**src/rtl/axis_qrs_peak_detector.sv**
```systemverilog
`default_nettype none
// ============================================================================
// Module   : axis_qrs_peak_detector
// Brief    : Adaptive-threshold R-peak detector on an AXIS integrated-energy
//            stream; emits the R-R interval (in samples) for each QRS after
//            the first.
// Revision : 1.0 - initial release
// ============================================================================
module axis_qrs_peak_detector #(
  parameter int DATA_W     = 32,
  parameter int CNT_W      = 16,
  parameter int LEARN_LEN  = 1000,
  parameter int REFRACTORY = 100
) (
  input  logic              clk,
  input  logic              rst,
  input  logic              s_axis_tvalid,
  output logic              s_axis_tready,
  input  logic [DATA_W-1:0] s_axis_tdata,
  output logic              m_axis_tvalid,
  input  logic              m_axis_tready,
  output logic [DATA_W-1:0] m_axis_tdata,
  output logic              ovf
);

  typedef enum logic [1:0] {
    S_LEARN   = 2'd0,
    S_DETECT  = 2'd1,
    S_REFRACT = 2'd2
  } state_t;

  localparam int c_LEARN_W = $clog2(LEARN_LEN + 1);
  localparam int c_REFR_W  = $clog2(REFRACTORY + 1);
  localparam logic [c_LEARN_W-1:0] c_LEARN_LAST = c_LEARN_W'(LEARN_LEN - 1);
  localparam logic [c_REFR_W-1:0]  c_REFR_LOAD  = c_REFR_W'(REFRACTORY);

  state_t               r_state;
  state_t               w_state_nxt;
  logic                 r_ready;
  logic [DATA_W-1:0]    r_x1, r_x2;
  logic [DATA_W-1:0]    r_spk, r_npk, r_max;
  logic [CNT_W-1:0]     r_cnt;
  logic [c_LEARN_W-1:0] r_learn_cnt;
  logic [c_REFR_W-1:0]  r_refr_cnt;
  logic                 r_have_ref;
  logic                 r_tvalid;
  logic [DATA_W-1:0]    r_tdata;
  logic                 r_ovf;

  logic                 w_acc;
  logic                 w_peak;
  logic [DATA_W-1:0]    w_thr;
  logic [DATA_W-1:0]    w_max_new;
  logic [DATA_W-1:0]    w_spk_upd, w_npk_upd;
  logic [CNT_W-1:0]     w_cnt_inc;
  logic [DATA_W-1:0]    w_interval;

  logic [DATA_W-1:0]    w_spk_nxt, w_npk_nxt, w_max_nxt;
  logic [CNT_W-1:0]     w_cnt_nxt;
  logic [c_LEARN_W-1:0] w_learn_nxt;
  logic [c_REFR_W-1:0]  w_refr_nxt;
  logic                 w_have_ref_nxt;
  logic                 w_issue;

  assign w_acc      = s_axis_tvalid & r_ready;
  // x1 is the candidate; strict '>' against x2 keeps a plateau to one peak.
  assign w_peak     = (r_x1 > r_x2) && (r_x1 >= s_axis_tdata);
  assign w_thr      = (r_spk >= r_npk) ? (r_npk + ((r_spk - r_npk) >> 2)) : r_npk;
  assign w_max_new  = (s_axis_tdata > r_max) ? s_axis_tdata : r_max;
  assign w_spk_upd  = r_spk - (r_spk >> 3) + (r_x1 >> 3);
  assign w_npk_upd  = r_npk - (r_npk >> 3) + (r_x1 >> 3);
  assign w_cnt_inc  = (r_cnt == '1) ? r_cnt : r_cnt + CNT_W'(1);
  // The count before this sample's increment spans exactly peak-to-peak.
  assign w_interval = DATA_W'(r_cnt);

  always_comb begin
    w_state_nxt    = r_state;
    w_spk_nxt      = r_spk;
    w_npk_nxt      = r_npk;
    w_max_nxt      = r_max;
    w_cnt_nxt      = r_cnt;
    w_learn_nxt    = r_learn_cnt;
    w_refr_nxt     = r_refr_cnt;
    w_have_ref_nxt = r_have_ref;
    w_issue        = 1'b0;
    if (w_acc) begin
      case (r_state)
        S_LEARN: begin
          w_max_nxt = w_max_new;
          if (r_learn_cnt == c_LEARN_LAST) begin
            w_spk_nxt      = w_max_new >> 1;
            w_npk_nxt      = w_max_new >> 3;
            w_cnt_nxt      = '0;
            w_have_ref_nxt = 1'b0;
            w_state_nxt    = S_DETECT;
          end else begin
            w_learn_nxt = r_learn_cnt + c_LEARN_W'(1);
          end
        end
        S_DETECT: begin
          w_cnt_nxt = w_cnt_inc;
          if (w_peak) begin
            if (r_x1 > w_thr) begin
              w_spk_nxt      = w_spk_upd;
              w_issue        = r_have_ref;
              w_have_ref_nxt = 1'b1;
              w_cnt_nxt      = CNT_W'(1);
              w_refr_nxt     = c_REFR_LOAD;
              w_state_nxt    = S_REFRACT;
            end else begin
              w_npk_nxt = w_npk_upd;
            end
          end
        end
        S_REFRACT: begin
          w_cnt_nxt = w_cnt_inc;
          if (w_peak) begin
            w_npk_nxt = w_npk_upd;
          end
          if (r_refr_cnt <= c_REFR_W'(1)) begin
            w_refr_nxt  = '0;
            w_state_nxt = S_DETECT;
          end else begin
            w_refr_nxt = r_refr_cnt - c_REFR_W'(1);
          end
        end
        default: w_state_nxt = S_LEARN;
      endcase
    end
  end

  always_ff @(posedge clk) begin
    if (rst) begin
      r_state <= S_LEARN;
    end else begin
      r_state <= w_state_nxt;
    end
  end

  always_ff @(posedge clk) begin
    if (rst) begin
      r_ready     <= 1'b0;
      r_x1        <= '0;
      r_x2        <= '0;
      r_spk       <= '0;
      r_npk       <= '0;
      r_max       <= '0;
      r_cnt       <= '0;
      r_learn_cnt <= '0;
      r_refr_cnt  <= '0;
      r_have_ref  <= 1'b0;
      r_tvalid    <= 1'b0;
      r_tdata     <= '0;
      r_ovf       <= 1'b0;
    end else begin
      r_ready     <= 1'b1;
      if (w_acc) begin
        r_x1 <= s_axis_tdata;
        r_x2 <= r_x1;
      end
      r_spk       <= w_spk_nxt;
      r_npk       <= w_npk_nxt;
      r_max       <= w_max_nxt;
      r_cnt       <= w_cnt_nxt;
      r_learn_cnt <= w_learn_nxt;
      r_refr_cnt  <= w_refr_nxt;
      r_have_ref  <= w_have_ref_nxt;
      // A still-blocked pending beat wins; the new interval is lost and flagged.
      if (w_issue) begin
        if (r_tvalid && !m_axis_tready) begin
          r_ovf <= 1'b1;
        end else begin
          r_tvalid <= 1'b1;
          r_tdata  <= w_interval;
        end
      end else if (m_axis_tready) begin
        r_tvalid <= 1'b0;
      end
    end
  end

  assign s_axis_tready = r_ready;
  assign m_axis_tvalid = r_tvalid;
  assign m_axis_tdata  = r_tdata;
  assign ovf           = r_ovf;

endmodule
`default_nettype wire

```
**config.mk**
```make
export PLATFORM = sky130hd
export DESIGN_NAME = axis_qrs_peak_detector
export DESIGN_NICKNAME = d
export VERILOG_FILES = /design/src/rtl/axis_qrs_peak_detector.sv
export SDC_FILE = /design/constraint.sdc
export NUM_CORES = 1
export LEC_CHECK = 0
export ABC_AREA = 1
export CORE_ASPECT_RATIO = 1.1
export CORE_UTILIZATION = 50
export DETAILED_ROUTE_END_ITERATION = 10
export PLACE_DENSITY = 0.78
export SETUP_SLACK_MARGIN = 0.02
export SLEW_MARGIN = 20
export SYNTH_ARGS = -nofsm -noshare
export SYNTH_HDL_FRONTEND = slang
export SYNTH_SLANG_ARGS = --single-unit
```
**constraint.sdc**
```tcl
create_clock -name clk -period 6.9 [get_ports clk]
set_clock_uncertainty 0.2 [all_clocks]
set_input_delay 1.725 -clock clk [delete_from_list [all_inputs] [get_ports clk]]
set_output_delay 1.725 -clock clk [all_outputs]
set_load 0.05 [all_outputs]
```
==> impl_metrics.ini <==
[run_status]
status = completed

[global_route]
grt_usage_pct = 32.13
grt_pass1_wl_um = 114000
grt_overflow = 0
grt_pass1_vias = 21530
grt_max_degree = 89
antenna_found_initial = 0

[critical_path]
crit_path_max_fanout = 17
startpoint = r_npk[1]
worst_ep_required_time_ps = 7090
endpoint = m_axis_tdata[15]
crit_family = simple AND/OR/NAND/NOR gates
r2r_start = r_npk[1]
crit_buf_inv = 4
critPathCaptureType = flip-flop
crit_type = reg2reg
cp_num_cells = 40
worstReg2RegEnd = m_axis_tdata[15]
worst_path_most_repeated_cell = nand2_1
reg2reg_depth = 40
cpPeakStageDelay_ps = 360
crit_path_top_delay_cell = ha_1
crit_arrival_ps = 6600
reg2reg_setup_slack_ps = 490
start_kind = flip-flop

[synthesis]
synth_area_leader_cell = dfxtp_1
syn-mean-instance-area_sq_um = 6.453
synth.distinct_cells = 51
syn_area_sq_um = 22030
async_flop_share_pct = 0
netlist_top_cells_area = dfxtp_1 (20%), ha_1 (15%), nand2_1 (12%)
synth_flop_cell = dfxtp_1
netlist_instances = 3414
yosysSeqAreaShare_pct = 19.54
ys_ff_latch = 215
synth.top_cell.area_share_pct = 19.54
ys_warn_count = 0
synth-edff-count = 0

[cells_and_area]
drive_above_1_share_pct = 3.385
final_common_cell = nand2_1
utilization_pct = 55.10
seq_area_sq_um = 4304
fillers = 4385
postLayoutCellArea_sq_um = 23940
antennaDiodeCount = 0
syn_to_final_growth_pct = 8.650
layout_common_cells = nand2_1 (727), inv_1 (544), a21oi_1 (370)
multi_input_area_sq_um = 15200
final_cells = 4030
final_nets = 3798

[sta]
period_share_pct = 92.93
fmax_mhz = 155.9
finalSetupViolations = 0
rsz0062_at_grt = no
tns_ps = 0
finalHoldViolCount = 0
final.min_clock_period_ps = 6412
finalMaxSlewViolations = 0
relSlewSlack_pct = 37.81
worst_pin_slew_ps = 932.9

[floorplanning]
initial_core_util_pct = 50.71
die_h_um = 222.2
die_w_um = 202.1
core.rowCount = 80
io_pins = 71
fp.coreArea_sq_um = 43440
die_area_sq_um = 44900

[place]
buffer_ports.inserted = 54
place_area_sq_um = 23090
dpl.cell_count = 3985
dp_hpwl_um = 58740
gp_congestion = 1.016

[detailed_routing]
route.detailed.drc = 0
via_per_inst = 5.590
wl_per_cell_um = 18.11
drt_first_iter_violations = 1891
ant_nets = 0
first_pass_iters = 6
via_count = 22530
drt-total-wl_um = 72990

[power]
peakVddDrop_mv = 0.2030
clock_power_share_pct = 34.5
pwr-share-comb_pct = 31.9
swShare_pct = 37.25
seqPwrFrac_pct = 33.6
intPower_mw = 2.463
p_leak_nw = 11.90
power_density_nw_per_um2 = 164.0
switchingPower_mw = 1.462

[hold_path]
hold_class = reg2reg

[clocking]
numCtsBuffers = 25
cts_root_buf = clkbuf_16
path_clk_slew_ps = 70
htreeDepth = 1
insertion_delay_ps = 560
cts.sinks = 215
clockBufferDepth = 3
tritoncts = built

[flow_run]
cap_viol_max_count = 0
[metrics by stage]
stage	hold WS [ps]	setup WS, ps	power, mW
final	248.8	487.5	3.925
after global routing	277.2	25.20	4.129
after CTS	254.0	434.4	3.913
after detailed placement	244.6	446.8	2.567
after global placement	241.0	532.4	2.557
after floorplan	227.4	1862	2.216
[synth_stat cells, types with 3 or more instances]
library cell and number:
ha_1 264, nor2_1 319, nand3_1 204, nor4_1 10, o21ai_0 253, and2_1 3, nand3_2 3, a21oi_1 371
nor3_1 28, o21a_1 23, xor2_1 55, buf_1 7, nor3b_1 3, buf_4 23, a221oi_1 3, a21boi_0 3
fa_1 59, nand3b_1 5, buf_2 25, inv_1 545, o21ai_1 10, clkbuf_1 49, buf_6 4, nand2_1 728
nand4_1 50, o21bai_1 20, nand2_2 4, a31oi_1 19, or2_2 9, xnor2_1 43, a21o_1 22, and3_1 3
o211ai_1 7, nor2_2 4, dfxtp_1 215
[what timing repair did]
item                                    4_1_cts  5_1_grt
hold buffers                                  0        0
hold endpoints to repair                      0        0
resized for setup                             0        4
endpoints found under the setup margin        0       84
setup buffers                                 0        1
[power by group through the flow]
stage | clock network [mW] | registers [mW] | logic (mW)
after floorplan | 0 | 1.33 | 0.887
after global placement | 0 | 1.34 | 1.21
after detailed placement | 0 | 1.35 | 1.22
after CTS | 1.37 | 1.32 | 1.23
after global routing | 1.41 | 1.32 | 1.40
final | 1.35 | 1.32 | 1.25
[worst min path at each step]
| stage | slack (ps) | cells past startpoint | to | from |
|---|---|---|---|---|
| 3_5_place_dp | 240 | 2 | r_max[0] | r_max[0] |
| 6_report | 250 | 2 | ovf | ovf |
| 3_3_place_gp | 240 | 2 | ovf | ovf |
| 4_1_cts | 250 | 2 | r_max[0] | r_max[0] |
| 5_1_grt | 280 | 2 | r_x2[18] | r_x2[18] |
| 2_1_floorplan | 230 | 2 | r_max[0] | r_max[0] |
[tightest hold or removal path, stage by stage, from the launching register on]
cell and delay [ps]:
dfxtp_1 300, inv_1 50, a21oi_1 50
[kinds of logic (layout without fill, tap and decap cells)]
kind of cell               Yosys count  count (layout)  synth area share [%]
adders and majority gates          323             323                 20.36
other                                1              16               0.01702
buffers and inverters              656             683                 11.86
and+or+nand+nor                   1379            1379                 26.28
DFF                                215             215                 19.54
AOI/OAI and AO/OA                  742             742                 18.06
xor gates and xnor gates            98              98                 3.896
[state kept, by name, indices dropped and copies added (netlist names)]
register	count
r_cnt	16
m_axis_tdata	16
ovf	1
r_max	32
s_axis_tready	1
r_x1	32
r_spk	32
m_axis_tvalid	1
r_state	2
r_refr_cnt	7
r_x2	32
r_npk	32
r_have_ref	1
r_learn_cnt	10
[layout make-up]
class,count,area share [%]
clock inverter,11,0.4234
inverter,548,8.615
multi-input combinational,2558,63.49
sequential,215,17.98
tap,574,3.001
clock buffer,33,2.990
timing repair buffer,91,3.502
[layer usage]
layer	GRT usage, %	up-vias	share of wire (%)
met1	41.67	10380	42
li1	-	11150	-
met3	3.571	170	8.2
met2	53.70	822	46
met4	13.99	0	4.4
met5	0	-	0
Power figures use the tool's default switching activity.
